File: src/rtl/audio_src_switch_if.sv
// Handshake and sample bus for audio_src_switch: channel inputs, select request, selected output.
interface audio_src_switch_if #(
  parameter int NCH   = 4,
  parameter int WIDTH = 8
);
  localparam int SELW = $clog2(NCH);

  logic [NCH*WIDTH-1:0] in_data;
  logic [SELW-1:0]      sel_req;
  logic                 sel_val;
  logic                 sel_rdy;
  logic [WIDTH-1:0]     out_data;
  logic [SELW-1:0]      cur_sel;
  logic                 muted;

  modport master (
    output in_data, sel_req, sel_val,
    input  sel_rdy, out_data, cur_sel, muted
  );

  modport slave (
    input  in_data, sel_req, sel_val,
    output sel_rdy, out_data, cur_sel, muted
  );
endinterface

File: src/rtl/audio_src_switch.sv
// Audio source selector: switching channels forces the output to zero for MUTE_CYC cycles
// before the new channel is passed through, avoiding an audible step between sources.
module audio_src_switch #(
  parameter int NCH      = 4,
  parameter int WIDTH    = 8,
  parameter int MUTE_CYC = 4
) (
  input  logic                 clk,
  input  logic                 rst,
  audio_src_switch_if.slave    bus
);
  localparam int SELW = $clog2(NCH);
  localparam int NPAD = 1 << SELW;
  localparam logic [SELW:0] NCH_W    = (SELW+1)'(NCH);
  localparam logic [7:0]    CNT_INIT = 8'(MUTE_CYC - 1);

  typedef enum logic {ACTIVE = 1'b0, MUTE = 1'b1} state_e;

  state_e            state_q;
  logic [7:0]        cnt_q;
  logic [SELW-1:0]   pend_q;
  logic [SELW-1:0]   cur_sel_q;
  logic [WIDTH-1:0]  out_q;

  // Channel table padded to a power of two so any select index is in range.
  logic [WIDTH-1:0]  chan [NPAD];

  for (genvar i = 0; i < NPAD; i++) begin : g_chan
    if (i < NCH) begin : g_real
      assign chan[i] = bus.in_data[i*WIDTH +: WIDTH];
    end else begin : g_pad
      assign chan[i] = '0;
    end
  end

  logic req_switch;
  assign req_switch = bus.sel_val && ({1'b0, bus.sel_req} < NCH_W) && (bus.sel_req != cur_sel_q);

  always_ff @(posedge clk) begin
    if (rst) begin
      state_q   <= ACTIVE;
      cnt_q     <= '0;
      pend_q    <= '0;
      cur_sel_q <= '0;
      out_q     <= '0;
    end else begin
      case (state_q)
        ACTIVE: begin
          // Same-channel and out-of-range requests are consumed without effect.
          if (req_switch) begin
            state_q <= MUTE;
            pend_q  <= bus.sel_req;
            cnt_q   <= CNT_INIT;
            out_q   <= '0;
          end else begin
            out_q   <= chan[cur_sel_q];
          end
        end
        MUTE: begin
          if (cnt_q != 8'd0) begin
            cnt_q <= cnt_q - 8'd1;
            out_q <= '0;
          end else begin
            state_q   <= ACTIVE;
            cur_sel_q <= pend_q;
            out_q     <= chan[pend_q];
          end
        end
        default: state_q <= ACTIVE;
      endcase
    end
  end

  assign bus.out_data = out_q;
  assign bus.cur_sel  = cur_sel_q;
  assign bus.muted    = (state_q == MUTE);
  assign bus.sel_rdy  = (state_q == ACTIVE);
endmodule

File: src/flat_wrapper.sv
// flat-port wrapper written by rule: the top's interface ports become plain ports
module audio_src_switch_flat 
#(
  parameter int NCH      = 4,
  parameter int WIDTH    = 8,
  parameter int MUTE_CYC = 4
)
  (clk, rst, bus_in_data, bus_sel_req, bus_sel_val, bus_sel_rdy, bus_out_data, bus_cur_sel, bus_muted);
  audio_src_switch_if #(.NCH(NCH), .WIDTH(WIDTH)) bus_i ();
  input  logic clk;
  input  logic rst;
  input wire logic [$bits(bus_i.in_data)-1:0] bus_in_data;
  input wire logic [$bits(bus_i.sel_req)-1:0] bus_sel_req;
  input wire logic [$bits(bus_i.sel_val)-1:0] bus_sel_val;
  output wire logic [$bits(bus_i.sel_rdy)-1:0] bus_sel_rdy;
  output wire logic [$bits(bus_i.out_data)-1:0] bus_out_data;
  output wire logic [$bits(bus_i.cur_sel)-1:0] bus_cur_sel;
  output wire logic [$bits(bus_i.muted)-1:0] bus_muted;
  assign bus_i.in_data = bus_in_data;
  assign bus_i.sel_req = bus_sel_req;
  assign bus_i.sel_val = bus_sel_val;
  assign bus_sel_rdy = bus_i.sel_rdy;
  assign bus_out_data = bus_i.out_data;
  assign bus_cur_sel = bus_i.cur_sel;
  assign bus_muted = bus_i.muted;
  audio_src_switch #(.NCH(NCH), .WIDTH(WIDTH), .MUTE_CYC(MUTE_CYC)) u_core (.clk(clk), .rst(rst), .bus(bus_i));
endmodule
File: config.mk
export PLATFORM = sky130hd
export DESIGN_NAME = audio_src_switch_flat
export DESIGN_NICKNAME = d
export VERILOG_FILES = /design/src/rtl/audio_src_switch_if.sv /design/src/rtl/audio_src_switch.sv /design/src/flat_wrapper.sv
export SDC_FILE = /design/constraint.sdc
export NUM_CORES = 1
export LEC_CHECK = 0
export CAP_MARGIN = 20
export CORE_UTILIZATION = 48
export CTS_CLUSTER_DIAMETER = 30
export CTS_CLUSTER_SIZE = 10
export DETAILED_ROUTE_END_ITERATION = 12
export HOLD_SLACK_MARGIN = 0.05
export PLACE_DENSITY = 0.94
export SLEW_MARGIN = 0
export SYNTH_ARGS = -nofsm -noshare
export SYNTH_HDL_FRONTEND = slang
export SYNTH_SLANG_ARGS = --single-unit
File: constraint.sdc
create_clock -name clk -period 3.95 [get_ports clk]
set_input_delay 0.395 -clock clk [delete_from_list [all_inputs] [get_ports clk]]
set_output_delay 0.395 -clock clk [all_outputs]
set_load 0.02 [all_outputs]
* Yosys cells after proc, flatten, opt, wreduce, memory -nomap -nowiden *
Cells that the tools add are included.

storage, ports and cells
  bits of input ports = 37
  flip-flop bits (word level) = 21
  output and inout bits = 12

cells by class
  bitwise logic cells = 4
  equal/unequal tests = 3
  reduce and logical (&&, ||, !) cells = 5
  magnitude comparators = 2
  muxes and demuxes = 15
  $add $sub $neg = 1

operators by type and width
  kind                 count
  $mux 8               8
  $bmux 8 s2           2
  $pmux 8 s2           2
  $reduce_bool 8->1    1
  $sub 8x1->8 const B  1
  $ge 3x3->1 const B   2
  $not 2->3            2
  $reduce_and 2->1     3
  $mux 1               2
  $ne 2x1->1 const B   1
  $ne 2x2->1           1
  $ne 2x2->1 const B   1
  $not 1->1            2
  $pmux 1 s2           1
  $logic_and 1x1->1    1

* Depth between registers and ports, before layout *
Gate-level depths: netlist of the first run.

  word-level depth = 6
  gate-level depth with buffers = 7
  depth with buffers taken out = 6

* Worst setup path after synthesis of the first run *
Ideal clock, no wire load.

  kind = register -> register
  start = register u_core.cur_sel_q[1], in the netlist u_core.bus.cur_sel[1]
  end = register u_core.cnt_q[5]
  slack = 2,141 ps
  library setup time = 72 ps
  data required time = 3,878 ps
  arrival time = 1,737 ps
  stages on the path, launching flop included = 7
  path through = dfxtp_1 > buf_2 > xor2_1 > o211ai_1 > buf_2 > or3b_2 > mux2i_1

on the way
  cells in the longest elaborated chain, start to end = 4

RTL lines
  item                               RTL line                source
  start, declared                    audio_src_switch.sv:22  logic [SELW-1:0] cur_sel_q;
  start signal, assigned             audio_src_switch.sv:65  cur_sel_q <= pend_q;
  $ne 2x2->1                         audio_src_switch.sv:37  assign req_switch = bus.sel_val && ({1'b0, bus.sel_req} < NCH_W) && (bus.sel_req != cur_sel_q);
  $logic_and 1x1->1                  audio_src_switch.sv:37
  $ne 2x1->1 (no source line)        --
  $reduce_and 2->1 (no source line)  --
  end signal, assigned               audio_src_switch.sv:61  cnt_q <= cnt_q - 8'd1;
  end, declared                      audio_src_switch.sv:20  logic [7:0] cnt_q;

Every way passes these cells.
A chain may end at the register's enable or synchronous reset.

* Worst setup path in the final report of the first run *
  start = register u_core.cur_sel_q[0], in the netlist u_core.bus.cur_sel[0]
  end = register u_core.cnt_q[5]

The elaborated chain is that of the path after synthesis.

==> flow_metrics.tcl, run 1 <==
set metrics [dict create \
    core.rowCount 18 \
    crit-reg2reg-launch "u_core.bus.cur_sel[0]$_SDFFE_PP0P_" \
    number_of_hold_buffers_added_after_cts 0 \
    final_cell_mix "sky130_fd_sc_hd__clkdlybuf4s50_1, sky130_fd_sc_hd__dfxtp_1, sky130_fd_sc_hd__mux4_2" \
    max-clock-path-buffers 2 \
    first_pass_iters 4 \
    placed_area_sq_um 1820 \
    ctsRootBufferMaster "sky130_fd_sc_hd__clkbuf_4" \
    rsz0062_at_grt "no" \
    synth_top_family_by_area "multiplexers" \
    chipWidth_um 54.9 \
    cts.htree.levels 1 \
    max_stage_delay_ns 0.91 \
    flow.area_growth_from_synthesis_pct 37.2 \
    kind_of_end_point_of_the_critical_path "register" \
    initial_utilization_pct 52.3 \
    totalNegativeSetupSlack_ns 0 \
    synth.ff_latch_count 21 \
    die_span_y_um 54.9 \
    syn_area_sq_um 1340 \
    worstSetupPathType "reg -> reg" \
    hpwlAfterDp_um 2820 \
    pin_count 49 \
    dieArea_sq_um 3020 \
    layout_commonest_cell "sky130_fd_sc_hd__clkdlybuf4s50_1" \
    holdCritStartpoint "u_core.cnt_q[1]$_SDFFE_PP0P_" \
    path_cells "xor2_1, o21ai_1, a2111oi_0, mux2i_1" \
    combinationalPowerShare_pct 38.6 \
    reg2reg_depth 4 \
    synth.mux.area_fraction_pct 31.3 \
    yosys.area_share.adder_pct 0.931 \
    synth_compound_area_share_pct 14.3 \
    final_cell_area_sq_um 1840 \
    power.leakage_nw 0.624 \
    antenna_cells 0 \
    yosysUniqueCellTypes 34 \
    post_synth_and_or_nand_nor_area_fraction_pct 16.7 \
    ys_warn_count 0 \
    wire_per_inst_um 19.7 \
    final.min_clock_period_ns 2.47 \
    maximum_number_of_pins_on_one_net_before_global_route_repair 28 \
    syn_inst 122 \
    grt_remaining_overflow 0 \
    worstHoldPathCells 1 \
    seqPwrFrac_pct 43.2 \
    worstSetupStartpointType "register" \
    hold_class "reg -> reg" \
    grt_antenna_before_repair 0 \
    clock_power_share_pct 18.2 \
    slew-limit-headroom_pct 24.0 \
    synth-xor-area-share_pct 1.30 \
    required_time_of_the_worst_setup_path_ns 4.15 \
    wirelength_um 3820 \
    r2r_setup_slack_ns 1.48 \
    synth.avg_cell_area_sq_um 11.0 \
    placement.io_buffers 48 \
    p_int_uw 405 \
    ir_drop_mv 0.292 \
    place_congestion 0.787 \
    insertion_delay_ns 0.31 \
    nets 203 \
    global_route.usage.total_pct 27.2 \
    drt_iter0_drc 26 \
    max_freq_mhz 406 \
    core-area_sq_um 2570 \
    synth_seq_area_share_pct 31.3 \
    tritoncts "built" \
    netSwitchingFraction_pct 32.7 \
    post_cts.repair.setup_buffers 0 \
    critical_path.slowest_cell "sky130_fd_sc_hd__o21ai_1" \
    max_cap_viols 0 \
    grt_first_pass_wirelength_um 5660 \
    setup_viols_final 0 \
    cts_buffers 3 \
    cts.reportedPaths.clkPinSlew_ns 0.12 \
    vias_after_detailed_routing 1265 \
    first_global_vias 1214 \
    clock-sinks 21 \
    finalHoldViolCount 0 \
    path_max_fanout 15 \
    crit_path_start "u_core.bus.cur_sel[0]$_SDFFE_PP0P_" \
    worst_slew_pin_slew_ns 1.13 \
    cellPowerDensity_nw_per_um2 326 \
    run_status "finished clean" \
    drt_drc_violations_left 0 \
    worst_clock_skew_ns 0.00327 \
    synth.net_count 160 \
    drive_above_1_share_pct 17.1 \
    vias_per_cell 6.52 \
    report.final.slew_viol_count 0 \
    post_cts_sizing_count 0 \
    cp.arrival_ns 2.66 \
    ant_nets 0 \
    worst_r2r_endpoint "u_core.cnt_q[5]$_SDFFE_PP0P_" \
    whs_endpoint "u_core.cnt_q[1]$_SDFFE_PP0P_" \
    fin_crit_sh_pct 62.4 \
    sw_pwr_uw 196 \
]
cells in the mapped netlist, drive strengths merged:
cell type / n / area share, %
mux2i: 6 / 4.5
or4: 3 / 2.0
nand2: 3 / 0.84
a32oi: 8 / 5.2
or3b: 4 / 2.6
nand4bb: 1 / 0.84
mux4: 16 / 27
xor2: 2 / 1.3
a211oi: 2 / 1.1
or3: 1 / 0.56
o211ai: 1 / 0.56
nor2: 11 / 3.1
or4b: 1 / 1.0
clkbuf: 4 / 1.1
dfxtp: 21 / 31
nor2b: 1 / 0.47
a2111oi: 2 / 1.3
o21ai: 6 / 2.2
nand3: 1 / 0.37
o21a: 2 / 1.1
nand3b: 7 / 3.9
a21oi: 5 / 1.9
inv: 2 / 0.56
clkinv: 1 / 0.28
ha: 1 / 0.93
buf: 6 / 2.2
a31oi: 2 / 0.93
nor4: 1 / 0.47
or2: 1 / 0.47
area by class of cell:
cell class / instances / area, sq um
Multi-Input combinational cell: 88 / 867
Fill cell: 181 / 724
Timing Repair Buffer: 48 / 480
Sequential cell: 21 / 420
Tap cell: 30 / 37.5
Clock buffer: 4 / 26.3
Inverter: 3 / 11.3
flip-flops by register name, indices dropped and copies added, names as in the netlist:
name	flops
u_core.pend_q	2
u_core.bus.muted	1
u_core.cnt_q	8
u_core.bus.cur_sel	2
u_core.bus.out_data	8
metal layers:
| layer | global-route usage (%) | up-vias | routed length (um) | part of all wire, % |
|---|---|---|---|---|
| li1 | - | 579 | - | - |
| met1 | 32.5 | 631 | 1540 | 40 |
| met2 | 46.8 | 45 | 2040 | 53 |
| met3 | 6.56 | 10 | 160 | 4.2 |
| met4 | 10.4 | 0 | 82 | 2.1 |
| met5 | 0 | - | 0 | 0 |
stage by stage:
stage	utilization [%]	setup slack [ns]	power, mW	std cells	hold slack (ns)
floorplan	-	2.14	0.406	122	0.441
global placement	70.8	1.53	0.482	190	0.449
detailed placement	70.8	1.45	0.493	190	0.468
CTS	71.8	1.53	0.600	194	0.498
global route	71.8	1.32	0.634	194	0.534
finish	71.8	1.48	0.601	194	0.495
logic make-up after synthesis:
| logic type | Yosys count |
|---|---|
| AOI/OAI and AO/OA | 28 |
| xor gates and xnor gates | 2 |
| adders and majority gates | 1 |
| buffers and inverters | 13 |
| DFF | 21 |
| muxes | 22 |
| and+or+nand+nor | 35 |
power groups by stage:
stage,combinational (mW),sequential [mW],clock [mW]
after floorplan,0.142,0.264,0
after CTS,0.231,0.259,0.110
after detailed placement,0.229,0.264,0
after global placement,0.220,0.263,0
after global routing,0.250,0.263,0.120
final,0.232,0.259,0.109
worst max-delay path, delay by kind of cell, from the launching register on:
| family | cells | cell delay, ns |
|---|---|---|
| AOI/OAI and AO/OA | 2 | 1.23 |
| DFF | 1 | 0.77 |
| muxes | 1 | 0.18 |
| xor gates and xnor gates | 1 | 0.17 |
worst max-delay path by stage:
stage	to	slack, ns
2_1_floorplan	u_core.cnt_q[5]$_SDFFE_PP0P_	2.14
3_3_place_gp	u_core.cnt_q[4]$_SDFFE_PP0P_	1.53
3_5_place_dp	u_core.cnt_q[3]$_SDFFE_PP0P_	1.45
4_1_cts	u_core.cnt_q[3]$_SDFFE_PP0P_	1.53
5_1_grt	u_core.cnt_q[7]$_SDFFE_PP0P_	1.32
6_report	u_core.cnt_q[5]$_SDFFE_PP0P_	1.48
(Power assumes the default switching activity.)
==> run 2: changes to the inputs <==
--- a/config.mk
+++ b/config.mk
@@ -6,12 +6,12 @@
 export NUM_CORES = 1
 export LEC_CHECK = 0
 export CAP_MARGIN = 20
-export CORE_UTILIZATION = 48
+export CORE_UTILIZATION = 44
 export CTS_CLUSTER_DIAMETER = 30
 export CTS_CLUSTER_SIZE = 10
 export DETAILED_ROUTE_END_ITERATION = 12
 export HOLD_SLACK_MARGIN = 0.05
-export PLACE_DENSITY = 0.94
+export PLACE_DENSITY = 0.88
 export SLEW_MARGIN = 0
 export SYNTH_ARGS = -nofsm -noshare
 export SYNTH_HDL_FRONTEND = slang
==> constraint.sdc (replaced) <==
create_clock -name clk -period 2.6 [get_ports clk]
set_input_delay 0.26 -clock clk [delete_from_list [all_inputs] [get_ports clk]]
set_output_delay 0.26 -clock clk [all_outputs]
set_load 0.02 [all_outputs]
==> run 2 against run 1 <==
Against the previous run: the flow now finishes with violations (DRC); critical endpoint is now u_core.cnt_q[3]$_SDFFE_PP0P_; core utilization fell by 4.5 points; register-to-register slack got worse by 0.87 ns; largest cell class unchanged; worst setup slack got worse by 0.88 ns; critical path depth rose by 2; clock power rose by 50%; sequential share of layout area fell by 0.73 points; wire length rose by 4.2%; sequential cell count did not move; critical path type is now in -> reg; power rose by 55%.
==> flow_metrics.tcl, run 2 (synthesized netlist as in run 1, its figures left out) <==
set metrics [dict create \
    post_cts_sizing_count 0 \
    holdCritStartpoint "u_core.cnt_q[1]$_SDFFE_PP0P_" \
    flow.area_growth_from_synthesis_pct 41.7 \
    slew-limit-headroom_pct 56.7 \
    global_route.usage.total_pct 24.7 \
    wl_met1_um 1510 \
    max-clock-path-buffers 2 \
    path_cells "clkdlybuf4s50_1, xor2_1, o21ai_1, buf_4, a2111oi_0, mux2i_1" \
    dp_cells 199 \
    worst_r2r_endpoint "u_core.cnt_q[3]$_SDFFE_PP0P_" \
    max_cap_viols 0 \
    first_global_vias 1356 \
    chipWidth_um 57.3 \
    cp.arrival_ns 2.23 \
    r2r_setup_slack_ns 0.61 \
    power.leakage_nw 0.663 \
    dieArea_sq_um 3280 \
    totalNegativeSetupSlack_ns 0 \
    fin_crit_sh_pct 76.8 \
    grt_remaining_overflow 0 \
    vias_per_cell 6.29 \
    place_congestion 0.782 \
    path_max_fanout 15 \
    worstHoldPathCells 1 \
    max_stage_delay_ns 0.60 \
    core.rowCount 19 \
    antenna_cells 0 \
    number_of_hold_buffers_added_after_cts 0 \
    wirelength_um 3980 \
    insertion_delay_ns 0.32 \
    fin_util_pct 67.3 \
    hold_class "reg -> reg" \
    wire_per_inst_um 19.6 \
    tritoncts "built" \
    maximum_number_of_pins_on_one_net_before_global_route_repair 21 \
    initial_utilization_pct 47.5 \
    critical_path.slowest_cell "sky130_fd_sc_hd__a2111oi_0" \
    finalHoldWorstSlack_ns 0.509 \
    worst_clock_skew_ns 0.0170 \
    placed_area_sq_um 1880 \
    post_cts.repair.setup_buffers 0 \
    worst_slew_pin_slew_ns 0.649 \
    ir_drop_mv 0.403 \
    cts_buffers 3 \
    report.final.slew_viol_count 0 \
    grt_first_pass_wirelength_um 6180 \
    clock-sinks 21 \
    final.min_clock_period_ns 2.00 \
    worstSetupPathType "in -> reg" \
    setup_viols_final 0 \
    drt_drc_violations_left 1 \
    ant_nets 0 \
    drt_iter0_drc 41 \
    hpwlAfterDp_um 3080 \
    first_pass_iters 8 \
    whs_endpoint "u_core.cnt_q[1]$_SDFFE_PP0P_" \
    worstSetupStartpointType "input port" \
    ctsRootBufferMaster "sky130_fd_sc_hd__clkbuf_4" \
    required_time_of_the_worst_setup_path_ns 2.84 \
    placement.io_buffers 48 \
    rsz0062_at_grt "no" \
    crit-reg2reg-launch "u_core.cnt_q[0]$_SDFFE_PP0P_" \
    cellPowerDensity_nw_per_um2 489 \
    max_freq_mhz 501 \
    final_cell_mix "sky130_fd_sc_hd__clkdlybuf4s50_1, sky130_fd_sc_hd__dfxtp_1, sky130_fd_sc_hd__mux4_2" \
    drive_above_1_share_pct 20.9 \
    grt_antenna_before_repair 0 \
    run_status "finished with violations" \
    final_cell_area_sq_um 1900 \
    layout_commonest_cell "sky130_fd_sc_hd__clkdlybuf4s50_1" \
    final-instance-count-excl-fill 203 \
    wl_met2_um 2200 \
    cts.htree.levels 1 \
    violations "DRC" \
    pin_count 49 \
    nets 211 \
    finalHoldViolCount 0 \
    core-area_sq_um 2830 \
    die_span_y_um 57.3 \
    reg2reg_depth 6 \
    met3RoutedLength_um 147 \
    cts.reportedPaths.clkPinSlew_ns 0.13 \
    kind_of_end_point_of_the_critical_path "register" \
    vias_after_detailed_routing 1276 \
    highest_layer "met4" \
]
## run 2: cell count changes in the layout (fill, tap and decap cells not counted)
| cell | previous run | this run |
|---|---|---|
| sky130_fd_sc_hd__buf_4 | 0 | 8 |
## run 2: worst max-delay path by stage
stage	to	start	cells past startpoint	slack (ns)
2_1_floorplan	u_core.cnt_q[5]$_SDFFE_PP0P_	u_core.bus.cur_sel[1]$_SDFFE_PP0P_	6	0.79
3_3_place_gp	u_core.cnt_q[5]$_SDFFE_PP0P_	bus_sel_req[1]	6	0.60
3_5_place_dp	u_core.cnt_q[3]$_SDFFE_PP0P_	bus_sel_req[1]	6	0.32
4_1_cts	u_core.cnt_q[3]$_SDFFE_PP0P_	bus_sel_req[1]	6	0.56
5_1_grt	u_core.cnt_q[3]$_SDFFE_PP0P_	u_core.cnt_q[0]$_SDFFE_PP0P_	6	0.53
6_report	u_core.cnt_q[3]$_SDFFE_PP0P_	bus_sel_req[1]	6	0.60
## run 2: layout make-up
cell class,instances,area (sq um)
Fill cell,233,925
Multi-Input combinational cell,88,867
Timing Repair Buffer,56,541
Sequential cell,21,420
Tap cell,31,38.8
Clock buffer,4,26.3
Inverter,3,11.3
## run 2: power by group
group / total (mW) / internal, mW / switching (mW)
Sequential: 0.393 / 0.357 / 0.0359
Clock: 0.164 / 0.0600 / 0.104
Combinational: 0.374 / 0.209 / 0.165
## run 2: metal layers
layer  up-vias  GRT usage (%)
met3        14           4.54
met5         -              0
met2        44           43.9
met4         0           11.1
met1       625           29.0
li1        593              -
## run 2: worst max-delay path: cells and delay by family
| family | cells | cell delay, ns |
|---|---|---|
| xor gates and xnor gates | 1 | 0.26 |
| buffers and inverters | 2 | 0.72 |
| AOI/OAI and AO/OA | 2 | 0.73 |
| muxes | 1 | 0.25 |
## run 2: metrics by stage
step	power [mW]	setup WS (ns)
2_1_floorplan	0.617	0.791
3_3_place_gp	0.748	0.598
3_5_place_dp	0.769	0.321
4_1_cts	0.929	0.563
5_1_grt	0.978	0.534
6_report	0.931	0.604
